### src/rtl/multi_dac_sequencer_pkg.sv
// multi_dac_sequencer_pkg: shared FSM state type and timing-counter sizing helper
package multi_dac_pkg;
  typedef enum logic [2:0] {IDLE, SETUP, STROBE, HOLD, SETTLE, LOAD} state_t;
  function automatic int cnt_width(int a, int b, int c, int d, int e);
    int m;
    m = a > b ? a : b;
    m = m > c ? m : c;
    m = m > d ? m : d;
    m = m > e ? m : e;
    return $clog2(m + 1);
  endfunction
endpackage

### src/rtl/multi_dac_sequencer_if.sv
// multi_dac_sequencer_if: request side and DAC pin side of the sequencer
interface multi_dac_sequencer_if #(parameter int N = 8, parameter int DATA_W = 12);
  localparam int IW = $clog2(N);
  logic in_valid;
  logic in_ready;
  logic in_broadcast;
  logic [IW-1:0] in_index;
  logic [DATA_W-1:0] in_data;
  logic sync_mode;
  logic commit;
  logic [DATA_W-1:0] dac_out;
  logic wr;
  logic [N-1:0] cs_n;
  logic ldac_n;
  logic [N-1:0] pending;
  logic busy;
  logic done;
  modport master (
    output in_valid, in_broadcast, in_index, in_data, sync_mode, commit,
    input in_ready, dac_out, wr, cs_n, ldac_n, pending, busy, done
  );
  modport slave (
    input in_valid, in_broadcast, in_index, in_data, sync_mode, commit,
    output in_ready, dac_out, wr, cs_n, ldac_n, pending, busy, done
  );
endinterface

### src/rtl/multi_dac_sequencer_rr_arbiter.sv
// rr_arbiter: grants the first request after the pointer, wrapping N-1 -> 0
module rr_arbiter #(
  parameter int N = 8,
  localparam int IW = $clog2(N)
) (
  input  logic [N-1:0]  req_i,
  input  logic [IW-1:0] ptr_i,
  output logic [N-1:0]  gnt_o,
  output logic [IW-1:0] idx_o
);
  logic [IW-1:0] j;
  logic found;
  always_comb begin
    gnt_o = '0;
    idx_o = '0;
    found = 1'b0;
    j = ptr_i;
    for (int i = 0; i < N; i++) begin
      j = (j == IW'(N - 1)) ? '0 : j + IW'(1);
      if (!found && req_i[j]) begin
        found = 1'b1;
        gnt_o[j] = 1'b1;
        idx_o = j;
      end
    end
  end
endmodule

### src/rtl/multi_dac_sequencer.sv
// multi_dac_sequencer: shadowed round-robin writer for N DACs on a shared bus,
// with programmable setup/strobe/hold/settle timing and per-write or committed LDAC
module multi_dac_sequencer
  import multi_dac_pkg::*;
#(
  parameter int N = 8,
  parameter int DATA_W = 12,
  parameter int SETUP_CYCLES = 1,
  parameter int WR_CYCLES = 1,
  parameter int HOLD_CYCLES = 1,
  parameter int SETTLE_CYCLES = 10,
  parameter int LDAC_CYCLES = 1
) (
  input logic clk,
  input logic reset_n,
  multi_dac_sequencer_if.slave bus
);
  localparam int IW = $clog2(N);
  localparam int CW = cnt_width(SETUP_CYCLES, WR_CYCLES, HOLD_CYCLES, SETTLE_CYCLES, LDAC_CYCLES);
  state_t state_q, state_d;
  logic [CW-1:0] cnt_q, cnt_d;
  logic [N-1:0] pend_q, pend_d, gnt, gnt_q, gnt_d, cs_n_q;
  logic [IW-1:0] idx, ptr_q;
  logic [DATA_W-1:0] shd_q [N];
  logic [DATA_W-1:0] shd_d [N];
  logic [DATA_W-1:0] dac_q;
  logic commit_q, commit_d, start, acc, last;
  logic wr_q, ldac_n_q, done_q, busy_q, ready_q;

  rr_arbiter #(.N(N)) u_arb (.req_i(pend_q), .ptr_i(ptr_q), .gnt_o(gnt), .idx_o(idx));

  function automatic logic [CW-1:0] plen(state_t s);
    return s == SETUP ? CW'(SETUP_CYCLES) : s == STROBE ? CW'(WR_CYCLES) :
           s == HOLD ? CW'(HOLD_CYCLES) : s == SETTLE ? CW'(SETTLE_CYCLES) :
           s == LOAD ? CW'(LDAC_CYCLES) : '0;
  endfunction

  assign acc = bus.in_valid && ready_q;
  assign start = state_q == IDLE && |pend_q;
  assign last = cnt_q == CW'(1);
  assign gnt_d = start ? gnt : gnt_q;
  assign commit_d = (bus.commit && bus.sync_mode) || (commit_q && !(state_q == LOAD && last));

  always_comb begin
    state_d = state_q;
    unique case (state_q)
      IDLE:    state_d = start ? SETUP : (commit_q && bus.sync_mode) ? LOAD : IDLE;
      SETUP:   state_d = last ? STROBE : SETUP;
      STROBE:  state_d = last ? HOLD : STROBE;
      HOLD:    state_d = last ? SETTLE : HOLD;
      SETTLE:  state_d = last ? (bus.sync_mode ? IDLE : LOAD) : SETTLE;
      LOAD:    state_d = last ? IDLE : LOAD;
      default: state_d = IDLE;
    endcase
    cnt_d = state_d != state_q ? plen(state_d) : cnt_q - CW'(1);
  end

  // A new request to the channel being launched re-arms its pending bit.
  always_comb begin
    pend_d = start ? pend_q & ~gnt : pend_q;
    shd_d = shd_q;
    for (int i = 0; i < N; i++) begin
      if (acc && (bus.in_broadcast || bus.in_index == IW'(i))) begin
        pend_d[i] = 1'b1;
        shd_d[i] = bus.in_data;
      end
    end
  end

  always_ff @(posedge clk) begin
    if (!reset_n) begin
      state_q <= IDLE;
      cnt_q <= '0;
      pend_q <= '0;
      gnt_q <= '0;
      ptr_q <= IW'(N - 1);
      shd_q <= '{default: '0};
      dac_q <= '0;
      commit_q <= 1'b0;
      wr_q <= 1'b0;
      cs_n_q <= '1;
      ldac_n_q <= 1'b1;
      done_q <= 1'b0;
      busy_q <= 1'b0;
      ready_q <= 1'b1;
    end else begin
      state_q <= state_d;
      cnt_q <= cnt_d;
      pend_q <= pend_d;
      gnt_q <= gnt_d;
      shd_q <= shd_d;
      commit_q <= commit_d;
      if (start) begin
        ptr_q <= idx;
        dac_q <= shd_q[idx];
      end
      wr_q <= state_d == STROBE;
      cs_n_q <= (state_d inside {SETUP, STROBE, HOLD}) ? ~gnt_d : '1;
      ldac_n_q <= state_d != LOAD;
      done_q <= state_d == LOAD && cnt_d == CW'(1);
      busy_q <= state_d != IDLE || |pend_d || commit_d;
      ready_q <= state_d != LOAD;
    end
  end

  assign bus.in_ready = ready_q;
  assign bus.dac_out = dac_q;
  assign bus.wr = wr_q;
  assign bus.cs_n = cs_n_q;
  assign bus.ldac_n = ldac_n_q;
  assign bus.pending = pend_q;
  assign bus.busy = busy_q;
  assign bus.done = done_q;
endmodule

### src/flat_wrapper.sv
// flat-port wrapper written by rule: the top's interface ports become plain ports
module multi_dac_sequencer_flat import multi_dac_pkg::*;
#(
  parameter int N = 8,
  parameter int DATA_W = 12,
  parameter int SETUP_CYCLES = 1,
  parameter int WR_CYCLES = 1,
  parameter int HOLD_CYCLES = 1,
  parameter int SETTLE_CYCLES = 10,
  parameter int LDAC_CYCLES = 1
)
  (clk, reset_n, bus_in_valid, bus_in_broadcast, bus_in_index, bus_in_data, bus_sync_mode, bus_commit, bus_in_ready, bus_dac_out, bus_wr, bus_cs_n, bus_ldac_n, bus_pending, bus_busy, bus_done);
  multi_dac_sequencer_if #(.N(N), .DATA_W(DATA_W)) bus_i ();
  input logic clk;
  input logic reset_n;
  input wire logic [$bits(bus_i.in_valid)-1:0] bus_in_valid;
  input wire logic [$bits(bus_i.in_broadcast)-1:0] bus_in_broadcast;
  input wire logic [$bits(bus_i.in_index)-1:0] bus_in_index;
  input wire logic [$bits(bus_i.in_data)-1:0] bus_in_data;
  input wire logic [$bits(bus_i.sync_mode)-1:0] bus_sync_mode;
  input wire logic [$bits(bus_i.commit)-1:0] bus_commit;
  output wire logic [$bits(bus_i.in_ready)-1:0] bus_in_ready;
  output wire logic [$bits(bus_i.dac_out)-1:0] bus_dac_out;
  output wire logic [$bits(bus_i.wr)-1:0] bus_wr;
  output wire logic [$bits(bus_i.cs_n)-1:0] bus_cs_n;
  output wire logic [$bits(bus_i.ldac_n)-1:0] bus_ldac_n;
  output wire logic [$bits(bus_i.pending)-1:0] bus_pending;
  output wire logic [$bits(bus_i.busy)-1:0] bus_busy;
  output wire logic [$bits(bus_i.done)-1:0] bus_done;
  assign bus_i.in_valid = bus_in_valid;
  assign bus_i.in_broadcast = bus_in_broadcast;
  assign bus_i.in_index = bus_in_index;
  assign bus_i.in_data = bus_in_data;
  assign bus_i.sync_mode = bus_sync_mode;
  assign bus_i.commit = bus_commit;
  assign bus_in_ready = bus_i.in_ready;
  assign bus_dac_out = bus_i.dac_out;
  assign bus_wr = bus_i.wr;
  assign bus_cs_n = bus_i.cs_n;
  assign bus_ldac_n = bus_i.ldac_n;
  assign bus_pending = bus_i.pending;
  assign bus_busy = bus_i.busy;
  assign bus_done = bus_i.done;
  multi_dac_sequencer #(.N(N), .DATA_W(DATA_W), .SETUP_CYCLES(SETUP_CYCLES), .WR_CYCLES(WR_CYCLES), .HOLD_CYCLES(HOLD_CYCLES), .SETTLE_CYCLES(SETTLE_CYCLES), .LDAC_CYCLES(LDAC_CYCLES)) u_core (.clk(clk), .reset_n(reset_n), .bus(bus_i));
endmodule
### config.mk
export PLATFORM = sky130hd
export DESIGN_NAME = multi_dac_sequencer_flat
export DESIGN_NICKNAME = d
export VERILOG_FILES = /design/src/rtl/multi_dac_sequencer_pkg.sv /design/src/rtl/multi_dac_sequencer_if.sv /design/src/rtl/multi_dac_sequencer_rr_arbiter.sv /design/src/rtl/multi_dac_sequencer.sv /design/src/flat_wrapper.sv
export SDC_FILE = /design/constraint.sdc
export NUM_CORES = 1
export LEC_CHECK = 0
export CELL_PAD_IN_SITES_DETAIL_PLACEMENT = 0
export CELL_PAD_IN_SITES_GLOBAL_PLACEMENT = 2
export CORE_MARGIN = 2
export CORE_UTILIZATION = 40
export DETAILED_ROUTE_END_ITERATION = 8
export PLACE_DENSITY = 0.94
export SLEW_MARGIN = 5
export SYNTH_ARGS = -nofsm -noshare
export SYNTH_HDL_FRONTEND = slang
export SYNTH_SLANG_ARGS = --single-unit
### constraint.sdc
create_clock -name clk -period 10.4 [get_ports clk]
set_input_delay 2.08 -clock clk [delete_from_list [all_inputs] [get_ports clk]]
set_output_delay 2.08 -clock clk [all_outputs]
set_load 0.1 [all_outputs]
## Word-level counts from Yosys, hierarchy flattened

Index checks and enable logic that the tools add are counted.

| word-level totals | value |
|---|---|
| bits in registers | 147 |
| output and inout port bits | 33 |
| logic and storage cells | 233 |

| cells by class | value |
|---|---|
| add/subtract/negate cells | 9 |
| order comparisons | 17 |
| equality and inequality tests | 29 |
| mux-type cells | 91 |
| bitwise gates (word level) | 11 |
| reductions and logical operators | 56 |

Operators with widths:

| cell | count |
|---|---|
| $mux W8 | 10 |
| $mux W3 | 22 |
| $or A8 B8 Y8 | 7 |
| $eq A3 B3 Y1 const B | 16 |
| $bmux W12 S3 | 1 |
| $mux W1 | 33 |
| $lt A3 B4 Y1 const B | 8 |
| $logic_and A1 B1 Y1 | 30 |
| $add A3 B1 Y3 const B | 8 |
| $bmux W1 S3 | 8 |
| $demux W1 S3 | 8 |
| $ge A3 B1 Y1 const B | 8 |
| $mux W12 | 2 |
| $mux W4 | 5 |
| $eq A3 B2 Y1 const B | 6 |
| $pmux W3 S6 | 1 |
| $not A8 Y8 | 2 |
| $reduce_or A8 Y1 | 2 |
| $logic_or A1 B1 Y1 | 11 |
| $eq A3 B1 Y1 const B | 3 |
| $and A8 B8 Y8 | 1 |
| $eq A4 B1 Y1 const B | 2 |
| $logic_not A1 Y1 | 8 |
| $logic_not A3 Y1 | 2 |
| other kinds (8) | 9 |

## Longest topological paths before layout

Gate-level depths: netlist of run 1.

| depth | value |
|---|---|
| word-level depth | 33 |
| mapped depth | 24 |
| depth with buffers taken out | 14 |

## Hierarchy

Synthesis of run 1 repeated with hierarchy kept, for this count alone.

| second synthesis, totals | value |
|---|---|
| cell total of the unflattened synthesis | 807 |
| area, all modules | 7965.1 µm² |

By module, submodules not included:

| module | times used | cells each | area an instance (µm²) |
|---|---|---|---|
| multi_dac_sequencer | 1 | 592 | 6160.9 |
| rr_arbiter | 1 | 215 | 1804.2 |

## Worst setup path after synthesis of run 1

Ideal clock, no wire load.

| timing | value |
|---|---|
| path type | reg-to-reg |
| start | reg u_core.ptr_q[1] |
| end | reg u_core.dac_q[1] (netlist: u_core.bus.dac_out[1]) |
| library setup time | 0.136 ns |
| arrival | 4.838 ns |
| data required time | 10.264 ns |
| slack | 5.426 ns |
| stages on the path, launching flop included | 23 |
| path buffers | 8 |
| path through | dfxtp_1 ha_1 ha_1 or2_1 buf_4 inv_2 buf_4 buf_2 buf_1 ha_1 buf_6 buf_6 mux2_4 mux4_2 a21o_1 nor4_4 and2_1 buf_4 o21a_4 buf_4 mux2_1 o211ai_1 a31oi_1 |

| between the ends | value |
|---|---|
| cells in the longest elaborated chain, start to end | 30 |
| elaborated cells between the ends (all ways) | 73 |
| those cells by class | add/sub: 8; eq/ne: 8; mux: 42; bitwise: 1; reduce/logical: 14 |

Ends and longest elaborated chain:

| what | line | source |
|---|---|---|
| start, declared | multi_dac_sequencer.sv:23 | `logic [IW-1:0] idx, ptr_q;` |
| start signal, assigned | multi_dac_sequencer.sv:76 | `ptr_q <= IW'(N - 1);` |
| start signal, assigned | multi_dac_sequencer.sv:94 | `ptr_q <= idx;` |
| $add A3 B1 Y3 / $eq A3 B3 Y1 (equally long branches) | multi_dac_sequencer_rr_arbiter.sv:19 | `j = (j == IW'(N - 1)) ? '0 : j + IW'(1);` |
| $mux W3 * | multi_dac_sequencer_rr_arbiter.sv:19 |  |
| parallel branches: the longest is 23 deep, another holds $add A3 B1 Y3 | -- |  |
| $mux W3 * | multi_dac_sequencer_rr_arbiter.sv:20 | `if (!found && req_i[j]) begin` |
| $not A3 Y4 (not written as such) * | multi_dac_sequencer.sv:95 | `dac_q <= shd_q[idx];` |
| $bmux W12 S3 * | multi_dac_sequencer.sv:95 |  |
| $mux W12 (not written as such) * (2 in series) | multi_dac_sequencer.sv:95 |  |
| end signal, assigned | multi_dac_sequencer.sv:95 |  |
| end, declared | multi_dac_sequencer.sv:26 | `logic [DATA_W-1:0] dac_q;` |

Mark *: on every way between the ends. The select of a mux whose other input is x is not followed.
A chain may end at the register's enable or synchronous reset.

## Worst setup path in the final report of run 1

| timing | value |
|---|---|
| start | reg u_core.ptr_q[0] |
| end | reg u_core.dac_q[4] (netlist: u_core.bus.dac_out[4]) |

Same word-level chain as after synthesis.

==> results of run 1 <==
[area by class of cell]
class	instances	share of cell area, %
flip-flops and latches	147	30.25
well taps	275	3.537
clock inverters	10	0.7716
inverters	39	1.517
clock buffers	22	4.977
multi-input cells	736	51.95
repair buffers	73	6.996
[metrics by stage]
| step | area [µm²] | util (%) | instances |
|---|---|---|---|
| global route | 9729 | 46.14 | 1302 |
| finish | 9729 | 46.14 | 1302 |
| global placement | 9170 | 43.49 | 1270 |
| CTS | 9729 | 46.14 | 1302 |
| floorplan | 8594 | - | 1024 |
| detailed placement | 9170 | 43.49 | 1270 |
[routing by layer]
layer  global-route usage [%]  vias to the layer above  part of all wire [%]
met4                    8.551                        0                   3.0
met5                        0                        -                     0
met2                    35.32                      282                    46
met3                    4.727                       68                   6.0
met1                    30.91                     3581                    45
li1                         -                     3674                     -
[state kept, by name, summed over array words and instances (netlist names), 3 cells and up]
name / cells
u_core.bus.pending: 8
u_core.bus.dac_out: 12
u_core.cnt_q: 4
u_core.gnt_q: 8
u_core.state_q: 3
u_core.shd_q: 96
u_core.ptr_q: 3
u_core.bus.cs_n: 8
[Yosys cell counts, drive strengths merged (13+ instances only)]
cell type  number
dfxtp         147
nand2         130
nor2           95
mux2i          82
clkbuf         72
o211ai         57
a21oi          56
inv            38
o21ai          38
mux2           34
buf            30
o2111ai        27
a31oi          17
nand3          16
nor3           14
and2           13
nor4           13
[cell usage in the layout, fill, tap and decap left out, types with 12 or more instances in the layout]
cell type / netlist / layout
a31oi_1: 17 / 17
nand2_1: 129 / 129
nand3_1: 16 / 16
inv_1: 37 / 37
buf_4: 8 / 20
ha_1: 12 / 12
dfxtp_1: 147 / 147
clkdlybuf4s50_1: 0 / 53
o2111ai_1: 27 / 27
clkbuf_16: 0 / 17
nor2_1: 95 / 94
a21oi_1: 56 / 56
o211ai_1: 57 / 57
nor3_1: 13 / 13
and2_1: 13 / 13
mux2i_1: 82 / 82
o21ai_0: 34 / 32
mux2_1: 22 / 22
[critical path, cell delays in order (launching register included)]
cell      delay (ns)
dfxtp_1         0.67
ha_1            0.27
ha_1            0.38
or2_1           0.15
buf_4           0.29
inv_2           0.06
ha_1            0.67
buf_4           0.42
mux2_2          0.46
mux4_2          0.65
nor4_4          0.59
a211o_1         0.77
o21a_4          0.65
mux2_1          0.39
o211ai_1        0.21
a31oi_1         0.11
[final timing paths]
check                    from  cells after the start  slack (ns)               endpoint
max           u_core.ptr_q[0]                     15        3.47  u_core.bus.dac_out[4]
min          u_core.shd_q[76]                      2        0.46       u_core.shd_q[76]
max reg2reg   u_core.ptr_q[0]                     15        3.47  u_core.bus.dac_out[4]
min reg2reg  u_core.shd_q[76]                      2        0.46       u_core.shd_q[76]
[cells by family after synthesis]
kind of cell             count (synthesis)  synth area share (%)
buffers and inverters                  141                 7.250
adder cells (fa/ha/maj)                 12                 1.747
AO/OA/AOI/OAI                          259                 20.86
AND/OR/NAND/NOR                        332                 18.23
multiplexers                           126                 16.71
flip-flops                             147                 34.24
XOR/XNOR                                 7                0.9610
==> impl_results.md, run 1 <==
- Status: finished, final reports clean
- RSZ-0062 raised after global routing: false
- Largest net degree at the start of global routing: approximately 100
- Worst slack, placed: 3.633 ns
- Most used DFF post-synth: dfxtp_1
- DIE HEIGHT: 150.6 µm
- Total die area: 0.02267 mm²
- Detail Route Antenna Nets: 0
- CTS Sinks: 147
- DRT Pass-1 Iters: 5
- Synth top area share: 34.24%
- Global route overflow: 0
- Area leader, netlist: dfxtp_1
- Post-route setup slack: ~3.5 ns
- Width of the die: roughly 150 µm
- Share of async-settable or async-resettable flops after synthesis: 0%
- Final Cycle Share: between 60% and 70%
- Area contributors post-synth: dfxtp_1 34%, mux2i_1 9.6%, nand2_1 5.6%
- Critical-path maximum fanout: 49
- # rows: 53
- Crit path capture type: register
- Syn Nets: approximately 1,100
- Core ar.: 0.02109 mm²
- Ant diodes: 0
- Share of cells above drive strength 1: 9.153%
- DRT iter0 DRCs: 685
- Clk Latency, worst-skew pair: 0.43 ns
- HP Class: register to register
- DRC viols: 0
- Yosys cell types: 79
- Hold Fails Final Rpt: 0
- Headroom to the max-slew limit: a little over a fifth
- Drt total wl: 25,640 µm
- Fmax: about 140 MHz
- Port bufs: 53
- Worst Setup Start Kind: register
- Wirelength per Cell: just under 20 µm
- Synth Cell Area: 0.008594 mm²
- Final nets: 1,047
- Root Buffer: clkbuf_16
- Final setup vio count: 0
- Critical Path RT: 10.69 ns
- CP arrival: roughly 7.2 ns
- Post-synth EDFFs: 0
- Area occupied by multi-input gates: 0.005055 mm²
- # resized after CTS: 0
- Setup CP Type: register to register
- Worst slew pin tran: 1.186 ns
- Post-synthesis instance total: 1,024
- Vias per inst: 5.841
- Layout filler cell count: 2,100
- Initial antenna violation count: 0
- Total CTS buffers: 17
- Fin. max-slew vios: 0
- CTS Hold Bufs: 0
- Yosys warning count: 0
- CTS tree: done
- DP HPWL: ~17,000 µm
- Fin Setup TNS: 0 ns
- All-layer global routing usage: between 20% and 30%
- Area Overhead vs Synth: 13.20%
- Clk slew on worst S/H paths: ~0.060 ns
- Top Ports: 54
- Syn avg cell area: 8.393 µm²
- Initial cell density of the core: a little over 40%
- Worst hold slack: approximately 0.46 ns
- Clock buffer depth: 2
- Vias: 7,605
- Worst Skew: 0.01178 ns
- RePlAce Congestion: 0.9738
- Minimum clock period: just under 7 ns
- Vias in the first global route: 7,163
- Sequential area share after synthesis: 34.24%
- FF/Latch Area: 0.002943 mm²
- Max_cap viols: 0
- Seq cells post-synth: between 100 and 150
- Post-CTS setup buffers: 0
- Number of H-tree levels: 4
- First-pass GRT wire length: 40,020 µm
Power of run 1 is left out: the tool's default activity adds up to more than one toggle a clock period on the data nets, which glitch-free logic cannot reach.
==> inputs of run 2 (changes only) <==
- CORE_UTILIZATION: 40 -> 33
- PLACE_DENSITY: 0.94 -> 0.84
- clock period: 10.4 -> 5.7 ns (I/O delays scaled with it)
==> impl_results.md, run 2 (same netlist as run 1, synthesis figures left out) <==
- CP max-delay cell: ha_1 (was a211o_1)
- RSZ-0062 raised after global routing: false (unchanged)
- Largest net degree at the start of global routing: 109 (was 103)
- Vias in the first global route: 7,520 (was 7,163)
- Fin Setup TNS: 0 ns (unchanged)
- Largest register FFs: 96 (unchanged)
- Final Cycle Share: 89.90% (was 66.63%)
- Layout filler cell count: 2,688 (was 2,100)
- CP arrival: 5.42 ns (was 7.22 ns)
- Initial cell density of the core: 33.26% (was 40.76%)
- Vias per inst: 5.688 (was 5.841)
- RePlAce Congestion: 0.9094 (was 0.9738)
- First-pass GRT wire length: 43,450 µm (was 40,020 µm)
- Share of cells above drive strength 1: 9.602% (was 9.153%)
- # resized after CTS: 0 (unchanged)
- Most frequent CP cell: ha_1 (unchanged)
- Area occupied by multi-input gates: 0.005055 mm² (unchanged)
- Most common cell after layout, fill and taps aside: dfxtp_1 (unchanged)
- Final nets: 1,051 (was 1,047)
- Post-CTS setup buffers: 0 (unchanged)
- CTS Sinks: 147 (unchanged)
- Global route overflow: 0 (unchanged)
- Root Buffer: clkbuf_16 (unchanged)
- CP Cell Sequence: ha_1, ha_1, nand2b_1, ha_1, mux2_2, mux4_2, a211oi_2, nand4_2, nand4_2, o21a_4, mux2_2, o211ai_1, a31oi_1 (was ha_1, ha_1, or2_1, buf_4, inv_2, ha_1, buf_4, mux2_2, mux4_2, nor4_4, a211o_1, o21a_4, mux2_1, o211ai_1, a31oi_1)
- Vias: 7,770 (was 7,605)
- Fmax: 195.1 MHz (was 144.3 MHz)
- CTS tree: done (unchanged)
- DRT Pass-1 Iters: 5 (unchanged)
- Worst slew pin tran: 1.183 ns (was 1.186 ns)
- DRC viols: 0 (unchanged)
- Final setup vio count: 0 (unchanged)
- Max stage delay on crit path: 0.71 ns (was 0.77 ns)
- Wirelength per Cell: 20.22 µm (was 19.69 µm)
- Area Overhead vs Synth: 15.48% (was 13.20%)
- DRT iter0 DRCs: 575 (was 685)
- Status: finished, final reports clean (unchanged)
- Total CTS buffers: 17 (unchanged)
- Headroom to the max-slew limit: 21.11% (was 20.85%)
- Critical Path RT: 5.99 ns (was 10.69 ns)
- Port bufs: 53 (unchanged)
- HP Class: register to register (unchanged)
- Total die area: 0.02735 mm² (was 0.02267 mm²)
- Crit path capture type: register (unchanged)
- Hold Fails Final Rpt: 0 (unchanged)
- Width of the die: 165.4 µm (was 150.6 µm)
- Fin. max-slew vios: 0 (unchanged)
- Core ar.: 0.02584 mm² (was 0.02109 mm²)
- Minimum clock period: 5.125 ns (was 6.929 ns)
- Ant diodes: 0 (unchanged)
- CP bufs+invs: 0 (was 3)
- Worst Setup Start Kind: register (unchanged)
- Clock buffer depth: 2 (unchanged)
- Setup CP Type: register to register (unchanged)
- CTS Hold Bufs: 0 (unchanged)
- Clk slew on worst S/H paths: 0.06 ns (about the same)
- All-layer global routing usage: 20.69% (was 22.69%)
- DP HPWL: 17,790 µm (was 16,540 µm)
- Top Ports: 54 (unchanged)
- DIE HEIGHT: 165.4 µm (was 150.6 µm)
- Critical-path maximum fanout: 49 (unchanged)
- Drt total wl: 27,630 µm (was 25,640 µm)
- Detail Route Antenna Nets: 0 (unchanged)
- # rows: 59 (was 53)
- Clk Latency, worst-skew pair: 0.43 ns (about the same)
- Number of H-tree levels: 4 (unchanged)
- Most frequent cells in the layout: 147 x dfxtp_1, 129 x nand2_1, 94 x nor2_1 (unchanged)
- FF/Latch Area: 0.002943 mm² (unchanged)
- Reg with most FFs: u_core.shd_q (unchanged)
- CP delay by family, top: multiplexers (was compound AO/OA/AOI/OAI gates)
- Initial antenna violation count: 0 (unchanged)
- Max_cap viols: 0 (unchanged)
- Worst Skew: 0.007435 ns (was 0.01178 ns)
run 2: through the flow:
stage                     instances  hold slack [ns]  cell area, µm²  setup WS, ns  util [%]
final                          1366           0.4547            9925        0.5754     38.41
after global routing           1366           0.4754            9925        0.2770     38.41
after CTS                      1366           0.4552            9925        0.6204     38.41
after detailed placement       1334           0.4465            9300        0.6327     36.00
after global placement         1334           0.4416            9300        0.7639     36.00
after floorplan                1024           0.4363            8594        0.7260         -
run 2: per-layer routing:
layer / wire length [µm] / vias up / part of all wire [%] / global-route usage, %
met5: 0 / - / 0 / 0
met2: 13150 / 222 / 48 / 33.60
met1: 12380 / 3796 / 45 / 27.13
li1: - / 3697 / - / -
met4: 824 / 0 / 3.0 / 8.072
met3: 1275 / 55 / 4.6 / 3.996
run 2: area by class of cell:
cell class / instances / area share, %
tap: 335 / 4.223
sequential: 147 / 29.65
clock inverter: 13 / 1.727
inverter: 39 / 1.488
timing repair buffer: 77 / 7.413
clock buffer: 19 / 4.564
multi-input combinational: 736 / 50.93
run 2: path summary, 6_finish.rpt:
check                         from                    end  slack, ns  cells after the start
setup / recovery   u_core.ptr_q[1]  u_core.bus.dac_out[7]       0.58                     13
hold / removal    u_core.shd_q[93]       u_core.shd_q[93]       0.45                      2
setup reg to reg   u_core.ptr_q[1]  u_core.bus.dac_out[7]       0.58                     13
hold reg to reg   u_core.shd_q[93]       u_core.shd_q[93]       0.45                      2
run 2: worst register-to-register path, delay by kind of cell, from the launching register on:
| family | cells | cell delay, ns |
|---|---|---|
| compound gates | 4 | 1.12 |
| flops | 1 | 0.36 |
| fa+ha+maj | 3 | 1.15 |
| simple gates | 3 | 0.77 |
| mux | 3 | 1.60 |
Power of run 2 is left out for the same reason.
